==> config.mk <==
export PLATFORM = sky130hd
export DESIGN_NAME = grn_step_ctrl
export DESIGN_NICKNAME = d
export VERILOG_FILES = /design/src/rtl/grn_step_ctrl.sv
export SDC_FILE = /design/constraint.sdc
export NUM_CORES = 1
export LEC_CHECK = 0
export CORE_ASPECT_RATIO = 1.25
export CORE_UTILIZATION = 47
export DETAILED_ROUTE_END_ITERATION = 6
export PLACE_DENSITY = 0.82
export SYNTH_ARGS = -nofsm -noshare
export SYNTH_HDL_FRONTEND = slang
export SYNTH_SLANG_ARGS = --single-unit
==> constraint.sdc <==
create_clock -name clk -period 2.7 [get_ports clk]
set_clock_uncertainty 0.1 [all_clocks]
set_input_delay 0.54 -clock clk [delete_from_list [all_inputs] [get_ports clk]]
set_output_delay 0.54 -clock clk [all_outputs]
set_load 0.02 [all_outputs]
==> src/rtl/grn_step_ctrl.sv <==
// grn_step_ctrl: sequencer for a gene-regulatory-network attractor search.
// It loads the node array, then steps a tortoise chain (s0) and a hare chain
// (s1) together and watches for the two to meet. The hare advances twice as
// fast, so on even steps s0 = f^(k/2) and s1 = f^k.
// Optional feature macro: GRN_PERIOD_EN. When defined, the block also
// measures the cycle length by stepping the hare alone until it returns to
// the matched state.
module grn_step_ctrl #(
  parameter int N_NODES = 8,
  parameter int CNT_W   = 16
) (
  input  logic               clk,
  input  logic               rst_n,
  input  logic               start,
  input  logic [N_NODES-1:0] init_vec,
  input  logic [CNT_W-1:0]   max_steps,
  output logic               reset_nos,
  output logic               start_s0,
  output logic               start_s1,
  output logic [N_NODES-1:0] init_state,
  input  logic [N_NODES-1:0] s0_vec,
  input  logic [N_NODES-1:0] s1_vec,
  output logic               busy,
  output logic               out_valid,
  input  logic               out_ready,
  output logic [CNT_W-1:0]   out_steps,
  output logic [CNT_W-1:0]   out_period,
  output logic [N_NODES-1:0] out_state,
  output logic               out_timeout
);

`ifdef GRN_PERIOD_EN
  typedef enum logic [2:0] {
    S_IDLE, S_LOAD, S_STEP, S_WAIT, S_PSTEP, S_PWAIT, S_DONE
  } state_t;
`else
  typedef enum logic [2:0] {
    S_IDLE, S_LOAD, S_STEP, S_WAIT, S_DONE
  } state_t;
`endif

  state_t state, state_next;

  logic [CNT_W-1:0] max_r;
  logic [CNT_W-1:0] step_cnt;
  logic             capture;
  logic             step_inc;
  logic             latch_match;
  logic             latch_steps;
  logic             latch_to;
  logic             even_match;

`ifdef GRN_PERIOD_EN
  logic [CNT_W-1:0] period_cnt;
  logic [CNT_W-1:0] period_r;
  logic             period_inc;
  logic             latch_period;
`endif

  // State register; reset always returns to IDLE so strobes drop immediately.
  always_ff @(posedge clk) begin
    if (!rst_n) state <= S_IDLE;
    else        state <= state_next;
  end

  // Next-state decode plus one-cycle strobes and datapath enables.
  always_comb begin
    state_next  = state;
    reset_nos   = 1'b0;
    start_s0    = 1'b0;
    start_s1    = 1'b0;
    capture     = 1'b0;
    step_inc    = 1'b0;
    latch_match = 1'b0;
    latch_steps = 1'b0;
    latch_to    = 1'b0;
`ifdef GRN_PERIOD_EN
    period_inc   = 1'b0;
    latch_period = 1'b0;
`endif
    // Odd steps leave the tortoise between states, so they are never compared.
    even_match = !step_cnt[0] && (s0_vec == s1_vec);
    busy       = (state != S_IDLE);
    out_valid  = (state == S_DONE);
    case (state)
      S_IDLE: begin
        if (start) begin
          capture    = 1'b1;
          state_next = S_LOAD;
        end
      end
      S_LOAD: begin
        reset_nos = 1'b1;
        if (max_r == '0) begin
          latch_to   = 1'b1;
          state_next = S_DONE;
        end else begin
          state_next = S_STEP;
        end
      end
      S_STEP: begin
        start_s0   = 1'b1;
        start_s1   = 1'b1;
        step_inc   = 1'b1;
        state_next = S_WAIT;
      end
      S_WAIT: begin
        if (even_match) begin
          latch_match = 1'b1;
          latch_steps = 1'b1;
`ifdef GRN_PERIOD_EN
          state_next  = S_PSTEP;
`else
          state_next  = S_DONE;
`endif
        end else if (step_cnt == max_r) begin
          latch_steps = 1'b1;
          latch_to    = 1'b1;
          state_next  = S_DONE;
        end else begin
          state_next = S_STEP;
        end
      end
`ifdef GRN_PERIOD_EN
      S_PSTEP: begin
        start_s1   = 1'b1;
        period_inc = 1'b1;
        state_next = S_PWAIT;
      end
      S_PWAIT: begin
        if (s1_vec == out_state) begin
          latch_period = 1'b1;
          state_next   = S_DONE;
        end else if (period_cnt == max_r) begin
          latch_to   = 1'b1;
          state_next = S_DONE;
        end else begin
          state_next = S_PSTEP;
        end
      end
`endif
      S_DONE: begin
        if (out_ready) state_next = S_IDLE;
      end
      default: state_next = S_IDLE;
    endcase
  end

  // Captured run parameters, counters and result fields; a new run starts clean.
  always_ff @(posedge clk) begin
    if (!rst_n) begin
      init_state  <= '0;
      max_r       <= '0;
      step_cnt    <= '0;
      out_steps   <= '0;
      out_state   <= '0;
      out_timeout <= 1'b0;
    end else begin
      if (capture) begin
        init_state  <= init_vec;
        max_r       <= max_steps;
        step_cnt    <= '0;
        out_steps   <= '0;
        out_state   <= '0;
        out_timeout <= 1'b0;
      end
      if (step_inc)    step_cnt    <= step_cnt + CNT_W'(1);
      if (latch_steps) out_steps   <= step_cnt;
      if (latch_match) out_state   <= s1_vec;
      if (latch_to)    out_timeout <= 1'b1;
    end
  end

`ifdef GRN_PERIOD_EN
  // Period counter runs only while the hare walks the cycle alone.
  always_ff @(posedge clk) begin
    if (!rst_n) begin
      period_cnt <= '0;
      period_r   <= '0;
    end else begin
      if (capture) begin
        period_cnt <= '0;
        period_r   <= '0;
      end
      if (period_inc)   period_cnt <= period_cnt + CNT_W'(1);
      if (latch_period) period_r   <= period_cnt;
    end
  end

  assign out_period = period_r;
`else
  assign out_period = '0;
`endif

endmodule

==> flow_results.xml <==
<?xml version="1.0" encoding="UTF-8"?>
<metrics>
  <group name="power">
    <metric name="switching_share_of_total_power" unit="%">33.51</metric>
    <metric name="power.ir.vdd_worst" unit="V">0.0004281</metric>
    <metric name="power.combinational.fraction" unit="%">29.7</metric>
    <metric name="cellLeakagePower" unit="nW">1.616</metric>
    <metric name="p_sw" unit="mW">0.9352</metric>
    <metric name="internal_power" unit="mW">1.856</metric>
    <metric name="clock_power_share" unit="%">27.9</metric>
    <metric name="power.density_cell_area" unit="mW/mm^2">671.5</metric>
    <metric name="fraction_of_power_consumed_by_sequential_logic" unit="%">42.4</metric>
    <metric name="totalPowerFinal" unit="mW">2.791</metric>
  </group>
  <group name="logic_synthesis">
    <metric name="post_synth_inst_count" unit="">369</metric>
    <metric name="synth.top_cells.by_count" unit="">sky130_fd_sc_hd__dfxtp_1 (68), sky130_fd_sc_hd__nand2_1 (66), sky130_fd_sc_hd__a21oi_1 (28)</metric>
    <metric name="synth.lib_cells_used.distinct" unit="">47</metric>
    <metric name="synth_async_sr_flop_share" unit="%">0</metric>
    <metric name="netlist.top_cell.by_area" unit="">sky130_fd_sc_hd__dfxtp_1</metric>
    <metric name="postSynthRegisterBits" unit="">68</metric>
    <metric name="synth_area_leaders" unit="">sky130_fd_sc_hd__dfxtp_1 (43%), sky130_fd_sc_hd__nand2_1 (7.8%), sky130_fd_sc_hd__xor2_1 (6.6%)</metric>
    <metric name="post_synthesis_average_cell_area" unit="sq um">8.592</metric>
    <metric name="yosys.cell_count.top_type" unit="">sky130_fd_sc_hd__dfxtp_1</metric>
    <metric name="synth_top_area_share" unit="%">42.94</metric>
    <metric name="ys.warnings.count" unit="">0</metric>
    <metric name="synthFlopType" unit="">sky130_fd_sc_hd__dfxtp_1</metric>
    <metric name="synth_seq_area_share" unit="%">42.94</metric>
    <metric name="synth_edf_count" unit="">0</metric>
    <metric name="synthesis.area" unit="sq mm">0.003171</metric>
  </group>
  <group name="timing">
    <metric name="final_min_period_over_clock_period" unit="%">96.69</metric>
    <metric name="timing.final.hold_violations" unit="">0</metric>
    <metric name="setup_repair_after_global_routing_missed_its_margin" unit="">false</metric>
    <metric name="setup_viol_count_final" unit="">0</metric>
    <metric name="slew_viol_final" unit="">0</metric>
    <metric name="achievable-frequency" unit="MHz">383.0</metric>
    <metric name="totalNegativeSetupSlack" unit="ns">0</metric>
    <metric name="fin_hold_ws" unit="ns">0.3527</metric>
    <metric name="timing.final.crit_period" unit="ns">2.611</metric>
  </group>
  <group name="worst_setup_path">
    <metric name="timing.setup.critical_path_class" unit="">flop to output port</metric>
    <metric name="worstPathRequired" unit="ns">2.06</metric>
    <metric name="worst_ep_arrival_time" unit="ns">1.97</metric>
    <metric name="setup.worst_path.end_class" unit="">output port</metric>
    <metric name="crit_path_max_fanout" unit="">10</metric>
    <metric name="worst_setup_path_start_kind" unit="">flop</metric>
  </group>
  <group name="clocking">
    <metric name="postCtsResizedCells" unit="">0</metric>
    <metric name="setup_buffers_after_cts" unit="">0</metric>
    <metric name="clk_path_buf_depth" unit="">2</metric>
    <metric name="clock-sinks" unit="">68</metric>
    <metric name="number_of_buffers_added_by_the_clock_tree_synthesis_step" unit="">9</metric>
    <metric name="worstSkewPairLatency" unit="ns">0.34</metric>
    <metric name="ctsHoldBuffers" unit="">0</metric>
    <metric name="cts_htree_levels" unit="">3</metric>
    <metric name="clock_pin_slew_of_the_registers_on_the_worst_case_setup_and_hold_paths" unit="ns">0.06</metric>
    <metric name="cts_tree" unit="">yes</metric>
    <metric name="cts_root_buf" unit="">sky130_fd_sc_hd__clkbuf_8</metric>
  </group>
  <group name="placement">
    <metric name="io_buffer_count" unit="">81</metric>
    <metric name="gpl.final_weighted_congestion" unit="">0.8383</metric>
    <metric name="post-dp-hpwl" unit="mm">5.455</metric>
    <metric name="dp_cells" unit="">521</metric>
  </group>
  <group name="route">
    <metric name="postRouteAntennaNets" unit="">0</metric>
    <metric name="via_count" unit="">2875</metric>
    <metric name="drtIter0Drc" unit="">190</metric>
    <metric name="finalWirelength" unit="mm">7.432</metric>
    <metric name="first_pass_iters" unit="">6</metric>
    <metric name="avgViaCountPerCell" unit="">5.364</metric>
    <metric name="average_wire_per_cell_in_the_routed_design" unit="microns">13.87</metric>
    <metric name="drt_drc_violations_left" unit="">2</metric>
  </group>
  <group name="die">
    <metric name="effective_utilization_at_floorplan" unit="%">48.60</metric>
    <metric name="core" unit="sq mm">0.006524</metric>
    <metric name="die_area" unit="sq mm">0.007080</metric>
    <metric name="die_w" unit="microns">75.46</metric>
    <metric name="floorplan.die.height" unit="microns">93.83</metric>
    <metric name="fp-row-count" unit="">33</metric>
    <metric name="boundaryPins" unit="">98</metric>
  </group>
  <group name="finish">
    <metric name="layout.cells.non_filler" unit="">536</metric>
    <metric name="insertedDiodeCount" unit="">0</metric>
    <metric name="p_r_area_growth_vs_syn" unit="%">31.10</metric>
    <metric name="layout-drive-gt1-share" unit="%">8.686</metric>
    <metric name="finalCoreUtilization" unit="%">63.71</metric>
    <metric name="fin_nets" unit="">490</metric>
  </group>
  <group name="hold_path">
    <metric name="hp-class" unit="">flop to flop</metric>
  </group>
  <group name="grt">
    <metric name="grt_first_pass_wirelength" unit="mm">12.50</metric>
    <metric name="pin_count_of_the_biggest_net_entering_global_routing" unit="">42</metric>
    <metric name="first_global_vias" unit="">2735</metric>
    <metric name="globalRouteTotalUtil" unit="%">23.33</metric>
    <metric name="global_route.overflow_total" unit="">0</metric>
    <metric name="initial_antenna_violation_count" unit="">0</metric>
  </group>
  <group name="status">
    <metric name="status" unit="">finished with violations</metric>
    <metric name="failed_checks" unit="">DRC</metric>
  </group>
  <group name="flow_run">
    <metric name="drv_cap" unit="">0</metric>
  </group>
</metrics>
[cells in the final DEF (no fill, tap or decap), drive strengths merged, types with 3 or more instances in the layout]
cell type and count:
nor4 9, nor2b 3, xor2 24, nand2 66
a211oi 3, and3 3, nand3 20, or4 3
nor2 16, clkdlybuf4s50 81, a21boi 17, conb 16
a22o 16, a21oi 28, nand4 5, o21ai 9
buf 8, dfxtp 68, inv 7, clkbuf 14
[sequential cells by signal, indices dropped and copies added (netlist names)]
name         cells
max_r           16
out_steps       16
out_timeout      1
step_cnt        16
out_state        8
init_state       8
state            3
[cell families after synthesis]
kind of cell               Yosys count  synth area share (%)
other                                1                0.1183
xor gates and xnor gates            24                 6.630
buffers and inverters               46                 8.327
muxes                                1                0.3551
and+or+nand+nor                    141                 21.98
DFF                                 68                 42.94
AOI/OAI and AO/OA                   87                 19.26
adders and majority gates            1                0.3946
[cell type report]
cell class | instances | area, sq um
Fill cell | 608 | 2367
Inverter | 7 | 26.28
Clock buffer | 14 | 182.7
Clock inverter | 1 | 5.005
Sequential cell | 68 | 1361
Timing Repair Buffer | 89 | 870.8
Tap cell | 87 | 108.9
Multi-Input combinational cell | 270 | 1602
[metrics by stage]
stage	area (sq um)	worst slack, ns
after floorplan	3227	0.5561
after global placement	3969	0.1929
after detailed placement	3969	0.1165
after CTS	4156	0.07208
after global routing	4156	0.008061
final	4156	0.08935
[worst max-delay path: stages (launching register included)]
cell                              delay [ns]
sky130_fd_sc_hd__dfxtp_1                0.49
sky130_fd_sc_hd__or3b_1                 0.41
sky130_fd_sc_hd__inv_1                  0.12
sky130_fd_sc_hd__clkdlybuf4s50_1        0.62
[final timing paths]
kind,to,start,slack (ns),depth (start not counted)
min,init_state[6]$_SDFFE_PN0P_,init_state[6]$_SDFFE_PN0P_,0.35,2
max,start_s1,state[1]$_SDFFE_PN0P_,0.09,3
max reg2reg,step_cnt[15]$_SDFFE_PN0P_,state[1]$_SDFFE_PN0P_,0.41,6
min reg2reg,init_state[6]$_SDFFE_PN0P_,init_state[6]$_SDFFE_PN0P_,0.35,2
[power by group through the flow]
| stage | Sequential (mW) | Clock, mW | Combinational, mW |
|---|---|---|---|
| 3_3_place_gp | 1.20 | 0 | 0.809 |
| 6_report | 1.18 | 0.780 | 0.829 |
| 3_5_place_dp | 1.20 | 0 | 0.828 |
| 2_1_floorplan | 1.19 | 0 | 0.562 |
| 4_1_cts | 1.18 | 0.791 | 0.831 |
| 5_1_grt | 1.19 | 0.848 | 0.923 |
[per-layer routing]
metal  global-route usage (%)  wire length (microns)  up-vias
met4                    11.57                    144        0
met2                    40.03                   3801      110
met1                    26.04                   3053     1340
li1                         -                      -     1411
met3                    6.009                    432       14
met5                        0                      0        -
No activity file was read; power rests on OpenSTA's default activity.
